**src/rtl/fifo_reader_pkg.sv**
```systemverilog
// Shared definitions for the FIFO drain reader: FSM state encoding and
// the level-counter width rule.
package fifo_reader_pkg;

    typedef enum logic [1:0] {
        IDLE  = 2'd0,
        DRAIN = 2'd1,
        FLUSH = 2'd2
    } rd_state_t;

    // The level counter needs one bit more than the FIFO pointer so that
    // a completely full FIFO (level == DEPTH) is representable.
    localparam int unsigned LEVEL_EXTRA_BITS = 1;

    function automatic int unsigned level_w(input int unsigned addr_w);
        return addr_w + LEVEL_EXTRA_BITS;
    endfunction

endpackage

```
**src/rtl/fifo_reader_skid.sv**
```systemverilog
// Two-entry output skid buffer. Captures FIFO read data one cycle after
// each pop and presents the oldest entry with a valid/ready handshake.
module fifo_reader_skid
    import fifo_reader_pkg::*;
#(
    parameter int unsigned WIDTH = 16
) (
    input  logic             clock,
    input  logic             reset,
    input  logic             wr_en,
    input  logic [WIDTH-1:0] wr_data,
    input  logic             rd_ready,
    output logic             out_valid,
    output logic [WIDTH-1:0] out_data,
    output logic [1:0]       count
);

    logic [WIDTH-1:0] head_q;
    logic [WIDTH-1:0] tail_q;
    logic [1:0]       cnt_q;
    logic             rd_fire;

    assign out_valid = (cnt_q != 2'd0);
    assign out_data  = out_valid ? head_q : '0;
    assign count     = cnt_q;
    assign rd_fire   = out_valid && rd_ready;

    // Entry storage and occupancy; head always holds the oldest word.
    always_ff @(posedge clock or negedge reset) begin
        if (!reset) begin
            head_q <= '0;
            tail_q <= '0;
            cnt_q  <= 2'd0;
        end else begin
            case ({wr_en, rd_fire})
                2'b10: begin
                    if (cnt_q == 2'd0) begin
                        head_q <= wr_data;
                        cnt_q  <= 2'd1;
                    end else if (cnt_q == 2'd1) begin
                        tail_q <= wr_data;
                        cnt_q  <= 2'd2;
                    end
                end
                2'b01: begin
                    head_q <= tail_q;
                    cnt_q  <= cnt_q - 2'd1;
                end
                2'b11: begin
                    // Write and read together: count is unchanged, order kept.
                    if (cnt_q == 2'd1) begin
                        head_q <= wr_data;
                    end else begin
                        head_q <= tail_q;
                        tail_q <= wr_data;
                    end
                end
                default: begin
                end
            endcase
        end
    end

endmodule

```
**src/rtl/fifo_reader.sv**
```systemverilog
// FIFO drain reader: tracks attached FIFO occupancy, issues pops for a
// commanded number of words and streams them out through a skid buffer.
module fifo_reader
    import fifo_reader_pkg::*;
#(
    parameter int unsigned WIDTH        = 16,
    parameter int unsigned DEPTH        = 16,
    parameter int unsigned ADDRESSWIDTH = 5
) (
    input  logic                    clock,
    input  logic                    reset,
    input  logic                    push,
    input  logic [WIDTH-1:0]        rd_data,
    output logic                    pop,
    input  logic                    cmd_valid,
    input  logic [ADDRESSWIDTH:0]   cmd_len,
    output logic                    cmd_ready,
    output logic                    out_valid,
    output logic [WIDTH-1:0]        out_data,
    input  logic                    out_ready,
    output logic                    done,
    output logic [ADDRESSWIDTH:0]   level,
    output logic                    empty,
    output logic                    ovf_err
);

    localparam int unsigned LW = level_w(ADDRESSWIDTH);
    localparam logic [LW-1:0] DEPTH_L = LW'(DEPTH);

    rd_state_t       state_q;
    rd_state_t       state_d;
    logic [LW-1:0]   level_q;
    logic [LW-1:0]   remaining_q;
    logic            in_flight_q;
    logic            ovf_q;
    logic            done_q;
    logic            done_d;
    logic            load_rem;
    logic [1:0]      skid_count;
    logic            xfer;
    logic [1:0]      occupancy;

    assign xfer = out_valid && out_ready;

    // The word leaving the buffer this cycle frees its slot now, so it is
    // excluded from the occupancy; this is what sustains one pop per cycle
    // under continuous out_ready while still never overfilling two entries.
    assign occupancy = (skid_count - {1'b0, xfer}) + {1'b0, in_flight_q};

    assign pop = (state_q == DRAIN) && (level_q != '0) &&
                 (remaining_q != '0) && (occupancy < 2'd2);

    assign cmd_ready = (state_q == IDLE);
    assign level     = level_q;
    assign empty     = (level_q == '0);
    assign ovf_err   = ovf_q;
    assign done      = done_q;

    // FSM state, completion pulse and word countdown.
    always_ff @(posedge clock or negedge reset) begin
        if (!reset) begin
            state_q     <= IDLE;
            done_q      <= 1'b0;
            remaining_q <= '0;
        end else begin
            state_q <= state_d;
            done_q  <= done_d;
            if (load_rem) begin
                remaining_q <= cmd_len;
            end else if (pop) begin
                remaining_q <= remaining_q - 1'b1;
            end
        end
    end

    // Next-state and command handling.
    always_comb begin
        state_d  = state_q;
        done_d   = 1'b0;
        load_rem = 1'b0;
        case (state_q)
            IDLE: begin
                if (cmd_valid) begin
                    if (cmd_len != '0) begin
                        load_rem = 1'b1;
                        state_d  = DRAIN;
                    end else begin
                        done_d = 1'b1;
                    end
                end
            end
            DRAIN: begin
                if (pop && (remaining_q == LW'(1))) begin
                    state_d = FLUSH;
                end
            end
            FLUSH: begin
                if ((skid_count == 2'd0) && !in_flight_q) begin
                    done_d  = 1'b1;
                    state_d = IDLE;
                end
            end
            default: begin
                state_d = IDLE;
            end
        endcase
    end

    // FIFO occupancy tracking and sticky overflow flag.
    always_ff @(posedge clock or negedge reset) begin
        if (!reset) begin
            level_q <= '0;
            ovf_q   <= 1'b0;
        end else begin
            if (push && (level_q == DEPTH_L)) begin
                ovf_q <= 1'b1;
            end
            if (push && !pop && (level_q != DEPTH_L)) begin
                level_q <= level_q + 1'b1;
            end else if (pop && !push) begin
                level_q <= level_q - 1'b1;
            end
        end
    end

    // Marks that FIFO read data arrives on rd_data this cycle.
    always_ff @(posedge clock or negedge reset) begin
        if (!reset) begin
            in_flight_q <= 1'b0;
        end else begin
            in_flight_q <= pop;
        end
    end

    fifo_reader_skid #(
        .WIDTH (WIDTH)
    ) u_skid (
        .clock     (clock),
        .reset     (reset),
        .wr_en     (in_flight_q),
        .wr_data   (rd_data),
        .rd_ready  (out_ready),
        .out_valid (out_valid),
        .out_data  (out_data),
        .count     (skid_count)
    );

endmodule

```
**config.mk**
```make
export PLATFORM = sky130hd
export DESIGN_NAME = fifo_reader
export DESIGN_NICKNAME = d
export VERILOG_FILES = /design/src/rtl/fifo_reader_pkg.sv /design/src/rtl/fifo_reader_skid.sv /design/src/rtl/fifo_reader.sv
export SDC_FILE = /design/constraint.sdc
export NUM_CORES = 1
export LEC_CHECK = 0
export BUFFER_PORTS_ARGS = -buffer_cell sky130_fd_sc_hd__buf_2
export CAP_MARGIN = 20
export CORE_MARGIN = 2
export CORE_UTILIZATION = 30
export CTS_CLUSTER_SIZE = 14
export DETAILED_ROUTE_END_ITERATION = 10
export MAX_ROUTING_LAYER = met4
export PLACE_DENSITY_LB_ADDON = 0.05
export SYNTH_ARGS = -nofsm -noshare
export SYNTH_HDL_FRONTEND = slang
export SYNTH_SLANG_ARGS = --single-unit
```
**constraint.sdc**
```tcl
create_clock -name clock -period 4.6 [get_ports clock]
set_input_delay 0.23 -clock clock [delete_from_list [all_inputs] [get_ports clock]]
set_output_delay 0.23 -clock clock [all_outputs]
set_load 0.02 [all_outputs]
```
Word-level counts from Yosys, hierarchy flattened
Cells that the tools add are included.
{ "op_classes": {"n_addsub": 6, "muxes": 26, "n_eq_ne": 17, "reduce_logical": 29, "order_cmp": 1} }
{ "op_table": {"columns": ["operator", "count"], "rows": [
  ["16-bit two-way mux", 5],
  ["16-bit one-hot mux with 3 select lines", 1],
  ["16-bit one-hot mux with 2 select lines", 1],
  ["6-bit two-way mux", 4],
  ["6-bit nonzero test", 3],
  ["2-bit two-way mux", 6],
  ["6-bit by 1-bit subtractor with 6-bit output (second input constant)", 2],
  ["1-bit logical AND", 10],
  ["2-bit inequality test (second input constant)", 5],
  ["2-bit nonzero test", 5],
  ["6-bit by 1-bit adder with 6-bit output (second input constant)", 1],
  ["2-bit by 1-bit equality test with 1-bit output (second input constant)", 3],
  ["2-bit equality test (second input constant)", 3],
  ["6-bit by 1-bit equality test with 1-bit output (second input constant)", 1],
  ["6-bit by 5-bit equality test with 1-bit output (second input constant)", 1],
  ["6-bit zero test", 1],
  ["1-bit two-way mux", 6],
  ["6-bit by 5-bit inequality test with 1-bit output (second input constant)", 1],
  ["2-bit one-hot mux with 3 select lines", 1],
  ["2-bit zero test", 2],
  ["2-bit by 1-bit inequality test with 1-bit output (second input constant)", 2],
  ["2-bit one-hot mux with 2 select lines", 1],
  ["2-bit AND reduction", 2],
  ["4-bit AND reduction", 1],
  ["9 further kinds", 11]
]} }
{ "word_totals": {"inputBits": 27, "ff_bits": 51, "word_cells": 88, "output_inout_bits": 28} }

Longest topological paths before layout
{ "depth": {"ltp_word": 10, "depth_mapped": 14} }

By module
From an unflattened synthesis, not the netlist that was laid out.
{ "hier_totals": {"cells_unflattened": 266, "area_unflattened_um2": 2970.3} }
{ "by_module_without_submodules": {"columns": ["mod", "instances", "cells_per_inst", "area_per_inst_um2", "seq_area_each_um2"], "rows": [
  ["fifo_reader_skid", 1, 134, 1716.6, 850.8],
  ["fifo_reader", 1, 132, 1253.7, 425.4]
]} }

Least setup slack after synthesis
No wires, ideal clock.
{ "synth_timing": {"path_kind": "register -> register", "startpoint": "register level_q[0] (netlist: level[0])", "endpoint": "register level_q[5] (netlist: level[5])", "setup_ps": 131, "slack_ps": 1314, "t_arrival_ps": 3155, "required_ps": 4469, "stages_incl_launch_ff": 13, "cell_sequence": "dfrtp_1 -> or4_1 -> nor3_2 -> a211o_4 -> nor2_4 -> or2_2 -> ha_1 -> a211oi_1 -> o21bai_1 -> a21oi_1 -> nor2b_1 -> mux2i_1 -> xnor2_1"} }
{ "synth_between": {"elab_chain_len": 8} }
{ "synth_lines": {"columns": ["element", "line", "text"], "rows": [
  ["from (decl)", "fifo_reader.sv:32", "logic [LW-1:0] level_q;"],
  ["from (signal assigned)", "fifo_reader.sv:119", "level_q <= level_q + 1'b1;"],
  ["from (signal assigned)", "fifo_reader.sv:121", "level_q <= level_q - 1'b1;"],
  ["6-bit nonzero test *", "fifo_reader.sv:50", "assign pop = (state_q == DRAIN) && (level_q != '0) &&"],
  ["1-bit logical AND * (2 in series)", "fifo_reader.sv:50", null],
  ["1-bit logical AND *", "fifo_reader.sv:51", "(remaining_q != '0) && (occupancy < 2'd2);"],
  ["net pop", "fifo_reader.sv:14", "output logic pop,"],
  ["1-bit zero test", "fifo_reader.sv:118", "if (push && !pop && (level_q != DEPTH_L)) begin"],
  ["1-bit logical AND (2 in series)", "fifo_reader.sv:118", null],
  ["6-bit two-way mux or 2-bit nonzero test (tied branches)", null, null]
]} }
Mark *: on every way through the listed nets, which the timed path passes. The rest lies on a longest branch. The select of a mux whose other input is x is not followed.
A chain may end at the register's enable or synchronous reset.

Worst setup path in the final report
{ "layout_timing": {"startpoint": "register u_skid.cnt_q[0] (netlist: u_skid.count[0])", "endpoint": "register level_q[5] (netlist: level[5])"} }
{ "layout_between": {"elab_chain_len": 10} }
{ "layout_lines": {"columns": ["element", "line", "text"], "rows": [
  ["from (decl)", "fifo_reader_skid.sv:20", "logic [1:0] cnt_q;"],
  ["from (signal assigned)", "fifo_reader_skid.sv:47", "cnt_q <= cnt_q - 2'd1;"],
  ["2-bit nonzero test", "fifo_reader_skid.sv:23", "assign out_valid = (cnt_q != 2'd0);"],
  ["1-bit logical AND", "fifo_reader.sv:43", "assign xfer = out_valid && out_ready;"],
  ["2-bit by 1-bit subtractor with 2-bit output *", "fifo_reader.sv:48", "assign occupancy = (skid_count - {1'b0, xfer}) + {1'b0, in_flight_q};"],
  ["2-bit by 1-bit adder with 2-bit output *", "fifo_reader.sv:48", null],
  ["2-bit less-than comparator *", "fifo_reader.sv:51", null],
  ["1-bit logical AND *", "fifo_reader.sv:51", null],
  ["1-bit zero test", "fifo_reader.sv:118", null],
  ["1-bit logical AND (2 in series)", "fifo_reader.sv:118", null],
  ["6-bit two-way mux or 2-bit nonzero test (tied branches)", null, null]
]} }
Mark *: on every way between the ends. The rest lies on a longest branch, timed or not.

==> impl_metrics.ini <==
[run_status]
run_status = complete, no violations

[drt]
wl_per_cell_um = 14.0
drt-initial-drc-count = 65
ant_nets = 0
drc = 0
drt_first_pass_iters = 4
drt_wl_total_mm = 5.77
num_vias = 1939
viasPerCell = 4.71

[power_and_ir_drop]
switchingPower_mw = 1.05
p_per_area_mw_per_mm2 = 796
p_int_mw = 1.47
p_clk_frac = 0.124
p_seq_frac = 0.322
p_leak_nw = 1.47
ir_worst_vdd_uv = 232
comb_power_share = 0.554
p_sw_frac = 0.416

[final_layout]
drive_above_1_share = 0.319
design_area_mm2 = 0.00316
regArea_mm2 = 0.00128
nets = 342
syn_to_final_growth_pct = 19.1
fillers = 895
multiInputGateArea_mm2 = 0.00131
diodes = 0

[clock_tree]
postCtsSetupBuffers = 0
cts_resized = 0
cts_tree = built
path_clk_slew_ns = 0.10
clk-insertion-delay-late_ns = 0.30
cts_hold_buf = 0
cts_num_sinks = 51
clock_path_buffers = 2
h-tree-depth = 2
cts_made_buffers = 5
root_buffer = clkbuf_8

[timing]
relSlewSlack = 0.429
fin_crit_sh = 0.763
max_freq_mhz = 285
drv_slew = 0
setup_viol = 0
worstMarginPinSlew_ns = 0.857
layout_min_cycle_time_ns = 3.51
setup_slack_ns = 1.09
fin_setup_tns_ns = 0
rsz0062_at_grt = false
hold_violations = 0
finalClockSkew_ns = 0.00735

[setup_path]
crit_path_end_kind = flop
crit_chain = inv_1 > ha_1 > buf_4 > nor2b_1 > o21ai_2 > xnor2_2 > nor2_4 > or2_2 > ha_1 > a211oi_1 > o21bai_1 > a21oi_1 > nor2b_1 > mux2i_1 > xnor2_1
setup.worst_path.start_class = flop
r2r_end = level[5]$_DFFE_PN0P_
rrSetupSlack_ns = 1.09
reg2reg_depth = 15
path_buf_inv = 2
crit_arrival_ns = 3.71
crit_type = flop to flop
rr_startpoint = u_skid.count[0]$_DFFE_PN0P_
crit_path_max_fanout = 23
cp.required_ns = 4.80
critPathTopFamily = simple AND/OR/NAND/NOR gates
max_stage_delay_ns = 0.43
critPathSlowestCell = dfrtp_1

[floorplanning]
rows = 34
io_pins = 55
core_mm2 = 0.00864
start_util = 0.307
die-area_mm2 = 0.00961
die_w_um = 98.1
dieHeight_um = 98.1

[synth]
yosys-top-cells-area = dfrtp_1 (48%), mux2_2 (7.6%), ha_1 (4.7%)
ys_seq_area_frac = 0.481
netlist_area_mm2 = 0.00265
synth_ff_type = dfrtp_1
syn_inst = 249
synth-edff-count = 0
synth_top_area_share = 0.481
synth_nets = 287
yosys-top-cells-count = dfrtp_1 (51), nand2_1 (26), o21ai_0 (21), mux2_2 (18), nor2b_1 (18)
yosysWarnings = 0
synth_seq_cells = 51
synthArstFlopShare = 1.00
yosys.area.top_type = dfrtp_1
synth.distinct_cells = 37
yosys.cell_count.top_type = dfrtp_1
avgSynthCellArea_um2 = 10.7

[grt]
grt_pass1_wl_mm = 9.96
grt_pass1_vias = 2025
gr-total-overflow = 0
grt_antenna_before_repair = 0
grt_max_degree = 52
grt_usage = 0.132

[place]
hpwl_mm = 3.94
dpl_worst_slack_ns = 1.11
gp_congestion = 0.726
dpl_cell_area_mm2 = 0.00306
io_buffers = 54

[job]
maxCapViolCount = 0

[hold_path]
hp-class = input pin to asynchronous set/reset pin
sequential cells by signal, indices dropped and copies added (netlist names):
name	count
u_skid.count	2
ovf_err	1
u_skid.head_q	16
done	1
u_skid.tail_q	16
state_q	2
remaining_q	6
in_flight_q	1
level	6
power groups by stage:
stage	sequential, mW	combinational [mW]	clock, mW
2_1_floorplan	0.829	1.06	0
3_3_place_gp	0.820	1.42	0
3_5_place_dp	0.823	1.41	0
4_1_cts	0.814	1.42	0.329
5_1_grt	0.847	1.57	0.340
6_report	0.811	1.40	0.311
metrics by stage:
stage	hold WS (ns)	total power, mW	util	std cells
floorplan	-0.0656	1.88	-	249
global placement	0.412	2.24	0.354	405
detailed placement	0.415	2.24	0.354	405
CTS	0.0751	2.56	0.366	412
global route	0.107	2.76	0.366	412
finish	0.0342	2.52	0.366	412
cells in the final DEF (no fill, tap or decap), types with 2 or more instances in the layout:
cell	instances
nand2_1	26
nor2_1	7
a22oi_1	16
a21oi_2	2
or2_2	2
dfrtp_1	51
mux2i_1	3
o21ai_0	21
inv_1	10
xnor2_1	9
mux2_2	18
ha_1	10
nor3_1	3
buf_4	3
nand2b_1	2
o21ai_1	2
or4_1	2
o21bai_1	2
nor4_1	2
a21oi_1	7
buf_2	54
or3_1	2
mux2_4	5
nand3_1	4
clkbuf_8	5
a21o_1	3
nor2b_1	18
kinds of logic after synthesis:
group | Yosys count | share of synthesized area
mux | 26 | 0.116
flops | 51 | 0.481
compound gates | 57 | 0.136
simple gates | 74 | 0.147
buf+inv | 19 | 0.0269
fa+ha+maj | 11 | 0.0547
xor+xnor | 11 | 0.0391
worst max-delay path by stage:
stage                           startpoint              endpoint  slack [ns]  cells after the start
2_1_floorplan         level[0]$_DFFE_PN0P_  level[5]$_DFFE_PN0P_        1.31                     12
6_report       u_skid.count[0]$_DFFE_PN0P_  level[5]$_DFFE_PN0P_        1.09                     15
3_3_place_gp   u_skid.count[0]$_DFFE_PN0P_  level[5]$_DFFE_PN0P_        1.16                     15
5_1_grt        u_skid.count[0]$_DFFE_PN0P_  level[5]$_DFFE_PN0P_        0.76                     15
3_5_place_dp   u_skid.count[0]$_DFFE_PN0P_  level[5]$_DFFE_PN0P_        1.11                     15
4_1_cts        u_skid.count[0]$_DFFE_PN0P_  level[5]$_DFFE_PN0P_        1.08                     15
layer usage:
layer | wire length, µm | share of wire | GRT usage
met1 | 2840 | 0.49 | 0.175
met2 | 2650 | 0.46 | 0.201
met3 | 247 | 0.043 | 0.0308
met4 | 30 | 0.0052 | 0.0385
met5 | 0 | 0 | -
cell type report:
type                    count  area share
flip-flops and latches     51       0.404
inverters                  10      0.0119
clock buffers               5      0.0218
well taps                 108      0.0427
repair buffers             57      0.0926
multi-input cells         179       0.416
clock inverters             2      0.0119
Note: power is estimated with default switching activity, not from simulation.
